## config.mk

```make
export PLATFORM = sky130hd
export DESIGN_NAME = uart_cmd_parser
export DESIGN_NICKNAME = d
export VERILOG_FILES = /design/src/rtl/sd_host_pkg.sv /design/src/rtl/byte_timeout_timer.sv /design/src/rtl/uart_cmd_parser.sv
export SDC_FILE = /design/constraint.sdc
export NUM_CORES = 1
export LEC_CHECK = 0
export ABC_AREA = 1
export CAP_MARGIN = 20
export CORE_ASPECT_RATIO = 1.1
export CORE_UTILIZATION = 56
export CTS_BUF_LIST = sky130_fd_sc_hd__clkbuf_2 sky130_fd_sc_hd__clkbuf_4 sky130_fd_sc_hd__clkbuf_8
export DETAILED_ROUTE_END_ITERATION = 8
export GPL_TIMING_DRIVEN = 0
export PLACE_DENSITY = 0.82
export SYNTH_ARGS = -nofsm -noshare
export SYNTH_HDL_FRONTEND = slang
export SYNTH_SLANG_ARGS = --single-unit
```

## constraint.sdc

```tcl
create_clock -name ex_clk -period 2.1 [get_ports ex_clk]
set_input_delay 0.63 -clock ex_clk [delete_from_list [all_inputs] [get_ports ex_clk]]
set_output_delay 0.63 -clock ex_clk [all_outputs]
set_load 0.05 [all_outputs]
```

## src/rtl/sd_host_pkg.sv

```systemverilog
// rtl/sd_host_pkg.sv - shared state, opcode class and error code constants for the uart command parser
package sd_host_pkg;

  typedef enum logic [1:0] {
    S_IDLE = 2'd0,
    S_OPC  = 2'd1,
    S_ARG  = 2'd2,
    S_CHK  = 2'd3
  } state_t;

  localparam logic [7:0] SOF_DEFAULT = 8'hA5;

  localparam logic [1:0] OPC_SD   = 2'b00;
  localparam logic [1:0] OPC_HOST = 2'b01;

  localparam logic [2:0] ERR_NONE = 3'd0;
  localparam logic [2:0] ERR_OPC  = 3'd1;
  localparam logic [2:0] ERR_CHK  = 3'd2;
  localparam logic [2:0] ERR_TMO  = 3'd3;
  localparam logic [2:0] ERR_OVR  = 3'd4;
  localparam logic [2:0] ERR_UART = 3'd5;

endpackage

```

## src/rtl/byte_timeout_timer.sv

```systemverilog
// rtl/byte_timeout_timer.sv - saturating inter-byte timer; expired while running at TIMEOUT_CYCLES-1
module byte_timeout_timer #(
  parameter int TIMEOUT_CYCLES = 100000
) (
  input  logic ex_clk,
  input  logic reset,
  input  logic clear,
  input  logic run,
  output logic expired
);

  localparam int W = (TIMEOUT_CYCLES > 2) ? $clog2(TIMEOUT_CYCLES) : 1;
  localparam logic [W-1:0] LAST = W'(TIMEOUT_CYCLES - 1);

  logic [W-1:0] count;

  always_ff @(posedge ex_clk) begin
    if (reset || clear) begin
      count <= '0;
    end else if (run && count != LAST) begin
      count <= count + 1'b1;
    end
  end

  assign expired = run && (count == LAST);

endmodule

```

## src/rtl/uart_cmd_parser.sv

```systemverilog
// rtl/uart_cmd_parser.sv - uart byte stream to validated host command frames for sd_fsm
// Optional trailing XOR checksum byte enabled by CMD_CHECKSUM_EN.
module uart_cmd_parser
  import sd_host_pkg::*;
#(
  parameter int          TIMEOUT_CYCLES = 100000,
  parameter logic [7:0]  SOF_BYTE       = SOF_DEFAULT
) (
  input  logic        ex_clk,
  input  logic        reset,
  input  logic [7:0]  uart_rx_data,
  input  logic [7:0]  uart_ctrl,
  input  logic        cmd_ready,
  output logic        cmd_valid,
  output logic        cmd_is_host,
  output logic [5:0]  uart_cmd,
  output logic [3:0]  host_cmd,
  output logic [31:0] cmd_arg,
  output logic        frame_err,
  output logic [2:0]  err_code,
  output logic        busy
);

  state_t      state;
  logic [1:0]  arg_cnt;
  logic [6:0]  opc;
  logic [31:0] arg_sh;
  logic [31:0] full_arg;
  logic        rx_valid;
  logic        rx_ferr;
  logic        frame_done;
  logic        handshake;
  logic        expired;
  logic        unused_ctrl;

  assign rx_valid    = uart_ctrl[0];
  assign rx_ferr     = uart_ctrl[1];
  assign unused_ctrl = ^uart_ctrl[7:2];
  assign handshake   = cmd_valid & cmd_ready;
  assign busy        = (state != S_IDLE);
  assign full_arg    = (state == S_ARG) ? {arg_sh[23:0], uart_rx_data} : arg_sh;

`ifdef CMD_CHECKSUM_EN
  logic [7:0] chk;
  assign frame_done = rx_valid && !rx_ferr && state == S_CHK && uart_rx_data == chk;
`else
  assign frame_done = rx_valid && !rx_ferr && state == S_ARG && arg_cnt == 2'd0;
`endif

  byte_timeout_timer #(.TIMEOUT_CYCLES(TIMEOUT_CYCLES)) u_timer (
    .ex_clk  (ex_clk),
    .reset   (reset),
    .clear   (rx_valid || state == S_IDLE),
    .run     (state != S_IDLE),
    .expired (expired)
  );

  always_ff @(posedge ex_clk) begin
    if (reset) begin
      state       <= S_IDLE;
      arg_cnt     <= '0;
      opc         <= '0;
      arg_sh      <= '0;
`ifdef CMD_CHECKSUM_EN
      chk         <= '0;
`endif
      cmd_valid   <= 1'b0;
      cmd_is_host <= 1'b0;
      uart_cmd    <= '0;
      host_cmd    <= '0;
      cmd_arg     <= '0;
      frame_err   <= 1'b0;
      err_code    <= ERR_NONE;
    end else begin
      frame_err <= 1'b0;
      if (handshake) cmd_valid <= 1'b0;
      if (rx_valid) begin
        if (rx_ferr) begin
          // A corrupted byte between frames is just line noise, not a frame error.
          if (state != S_IDLE) begin
            state     <= S_IDLE;
            frame_err <= 1'b1;
            err_code  <= ERR_UART;
          end
        end else begin
          case (state)
            S_IDLE: if (uart_rx_data == SOF_BYTE) state <= S_OPC;
            S_OPC: begin
              if (uart_rx_data[7]) begin
                state     <= S_IDLE;
                frame_err <= 1'b1;
                err_code  <= ERR_OPC;
              end else begin
                opc     <= uart_rx_data[6:0];
                arg_cnt <= 2'd3;
                state   <= S_ARG;
`ifdef CMD_CHECKSUM_EN
                chk     <= uart_rx_data;
`endif
              end
            end
            S_ARG: begin
              arg_sh  <= {arg_sh[23:0], uart_rx_data};
              arg_cnt <= arg_cnt - 1'b1;
`ifdef CMD_CHECKSUM_EN
              chk     <= chk ^ uart_rx_data;
              if (arg_cnt == 2'd0) state <= S_CHK;
`else
              if (arg_cnt == 2'd0) state <= S_IDLE;
`endif
            end
            default: begin
              state <= S_IDLE;
`ifdef CMD_CHECKSUM_EN
              if (uart_rx_data != chk) begin
                frame_err <= 1'b1;
                err_code  <= ERR_CHK;
              end
`endif
            end
          endcase

          // The output register holds one command; a completed frame needs it free or freeing now.
          if (frame_done) begin
            if (cmd_valid && !cmd_ready) begin
              frame_err <= 1'b1;
              err_code  <= ERR_OVR;
            end else begin
              cmd_valid   <= 1'b1;
              cmd_is_host <= opc[6];
              uart_cmd    <= opc[6] ? 6'd0 : opc[5:0];
              host_cmd    <= opc[6] ? opc[3:0] : 4'd0;
              cmd_arg     <= full_arg;
            end
          end
        end
      end else if (expired) begin
        state     <= S_IDLE;
        frame_err <= 1'b1;
        err_code  <= ERR_TMO;
      end
    end
  end

endmodule

```

==> results.json <==
{
  "fin_skew_ns": 0.0137,
  "drt_iter0_drc": 311,
  "avgRoutedWirePerCell_um": 13.9,
  "netSwitchingFraction_pct": 26.3,
  "syn2layout_area_growth_pct": 21.6,
  "grt_usage_pct": 27.6,
  "grt_pass1_vias": 4044,
  "switching_power_mw": 1.07,
  "yosysSeqAreaShare_pct": 46.7,
  "cts_buffers": 9,
  "ant_nets": 0,
  "ff_latch_area_um2": 2160,
  "gp_congestion": 0.901,
  "cts_buffer_depth": 2,
  "die_w_um": 88.7,
  "design.core.area_um2": 7960,
  "max_slew.worst_pin.slew_ns": 0.549,
  "rows": 34,
  "die_h_um": 97.3,
  "final_common_cell": "nand2_1",
  "wl_um": 11200,
  "critPathMaxFanout": 6,
  "final_cell_mix": "148 x nand2_1, 108 x dfxtp_1, 82 x nor2_1",
  "p_int_mw": 3.01,
  "die-area_um2": 8630,
  "cp.arrival_ns": 1.37,
  "final_cells": 804,
  "fin_crit_ns": 2.00,
  "setup_viol": 0,
  "synthCells": 614,
  "synth_nets": 635,
  "relSlewSlack_pct": 63.4,
  "pwr_density_cell_nw_per_um2": 725,
  "power.leakage_nw": 2.21,
  "hp-class": "flop to flop",
  "vdd_drop_max_v": 0.000471,
  "ys_warn_count": 0,
  "rsz0062_at_grt": "yes",
  "critPathKind": "flop to output port",
  "io_buffers": 61,
  "drc_errors": 0,
  "cts_tree": "built",
  "finalNetCount": 712,
  "fin_area_um2": 5620,
  "routed_via_density": 5.43,
  "fmax_mhz": 499,
  "start_util_pct": 58.2,
  "hpwl_um": 8040,
  "required_ns": 1.47,
  "drive_above_1_share_pct": 7.76,
  "fin_crit_sh_pct": 95.4,
  "combPwrFrac_pct": 11.4,
  "grt_overflow_total": 0,
  "dp_cells": 783,
  "avgSynthCellArea_um2": 7.54,
  "antennaDiodeCount": 0,
  "num_vias": 4368,
  "cts_sinks": 108,
  "drt_pass1_iterations": 5,
  "p_clk_share_pct": 36.3,
  "status": "complete, no violations",
  "clk_pin_slew_ns": 0.09,
  "grt_pass1_wl_um": 18700,
  "place_area_um2": 5370,
  "p_seq_share_pct": 52.3,
  "ys_types": 29,
  "htreeDepth": 3,
  "synth-seq-cells": 108,
  "clockRootBuffer": "clkbuf_8",
  "antenna_found_initial": 0,
  "n_fill_cell": 672,
  "finalMaxSlewViolations": 0,
  "finalHoldViolations": 0,
  "end_kind": "output port",
  "timing.max_cap.violations": 0,
  "grt_start_max_net_pins": 18,
  "clk_latency_ns": 0.38,
  "syn_area_um2": 4630,
  "multi_input_area_um2": 2160,
  "cp-start-kind": "flop",
  "io_pins": 68
}
layout make-up:
type                            instances  area share, %
Multi-Input combinational cell        430           38.4
Clock buffer                           12           2.94
Buffer                                 33           3.25
Clock inverter                          4           1.38
Sequential cell                       108           38.4
Tap cell                              108           2.40
Timing Repair Buffer                   66           10.3
Inverter                               43           2.87
synthesized netlist by cell type:
library cell,instances,share of area [%]
a211oi_1,16,2.6
a21oi_1,59,6.4
a221oi_1,1,0.19
a311oi_1,23,4.4
buf_1,4,0.32
buf_2,5,0.54
buf_6,4,0.97
clkbuf_1,20,1.6
dfxtp_1,108,47
ha_1,2,0.54
inv_1,43,3.5
nand2_1,149,12
nand2_2,3,0.41
nand3_1,28,3.0
nand3b_1,1,0.16
nand4_1,4,0.54
nor2_1,82,6.7
nor2_4,1,0.24
nor2_8,1,0.43
nor3_1,8,0.87
nor3_2,1,0.22
nor3b_1,1,0.16
o211ai_1,3,0.49
o211ai_2,6,1.6
o21a_1,1,0.16
o21ai_0,28,3.0
or2_2,2,0.27
xnor2_1,3,0.57
xor2_1,7,1.3
critical path: stages, from the launching register on:
cell	delay, ns
dfxtp_1	0.41
inv_1	0.08
nand2_1	0.20
buf_2	0.31
per-layer routing:
metal	vias up	track usage (%)	routed length (um)
li1	2204	-	-
met1	1999	36.4	5080
met2	141	44.8	5250
met3	24	3.99	575
met4	0	11.2	288
met5	-	0	0
per-stage QoR:
| step | setup TNS, ns | hold WS (ns) | worst slack [ns] | util [%] | power, mW |
|---|---|---|---|---|---|
| after floorplan | 0 | 0.450 | 0.370 | - | 2.49 |
| after global placement | -27.01 | 0.455 | -0.394 | 67.5 | 2.64 |
| after detailed placement | -31.72 | 0.458 | -0.447 | 67.5 | 2.65 |
| after CTS | 0 | 0.471 | 0.0224 | 69.8 | 4.07 |
| after global routing | -0.00604 | 0.483 | -0.00604 | 70.7 | 4.22 |
| final | 0 | 0.471 | 0.0969 | 70.7 | 4.08 |
state kept, by name, indices dropped and copies added (netlist names), 2 cells and up:
signal and count:
state 2, arg_sh 32, u_timer.count 17, arg_cnt 2
uart_cmd 6, host_cmd 4, err_code 3, cmd_arg 32
opc 7
worst paths after layout:
| kind | to | slack (ns) | depth (start not counted) | start |
|---|---|---|---|---|
| worst max-delay path | busy | 0.1 | 3 | state[0] |
| worst min-delay path | uart_cmd[4] | 0.47 | 2 | uart_cmd[4] |
| worst max register to register | u_timer.count[6] | 0.28 | 9 | u_timer.count[0] |
| worst min register to register | uart_cmd[4] | 0.47 | 2 | uart_cmd[4] |
power groups by stage:
stage	combinational, mW	sequential, mW	clock, mW
floorplan	0.248	2.24	0
global placement	0.460	2.18	0
detailed placement	0.469	2.18	0
CTS	0.454	2.13	1.49
global route	0.506	2.14	1.58
finish	0.466	2.13	1.48
kinds of logic after synthesis:
| kind of cell | after synthesis | synth area share, % |
|---|---|---|
| AO/OA/AOI/OAI | 137 | 18.8 |
| XOR/XNOR | 10 | 1.89 |
| adder cells (fa/ha/maj) | 2 | 0.541 |
| buffers and inverters | 76 | 6.95 |
| flip-flops | 108 | 46.7 |
| AND/OR/NAND/NOR | 281 | 25.1 |
repair_timing:
item                                    4_1_cts  5_1_grt
endpoints found under the hold margin         0        0
pin swaps                                     1        2
endpoints found under the setup margin       81       64
hold buffers                                  0        0
gates resized for setup                      54       21
setup buffers                                 0        5
No activity file was read; power rests on OpenSTA's default activity.
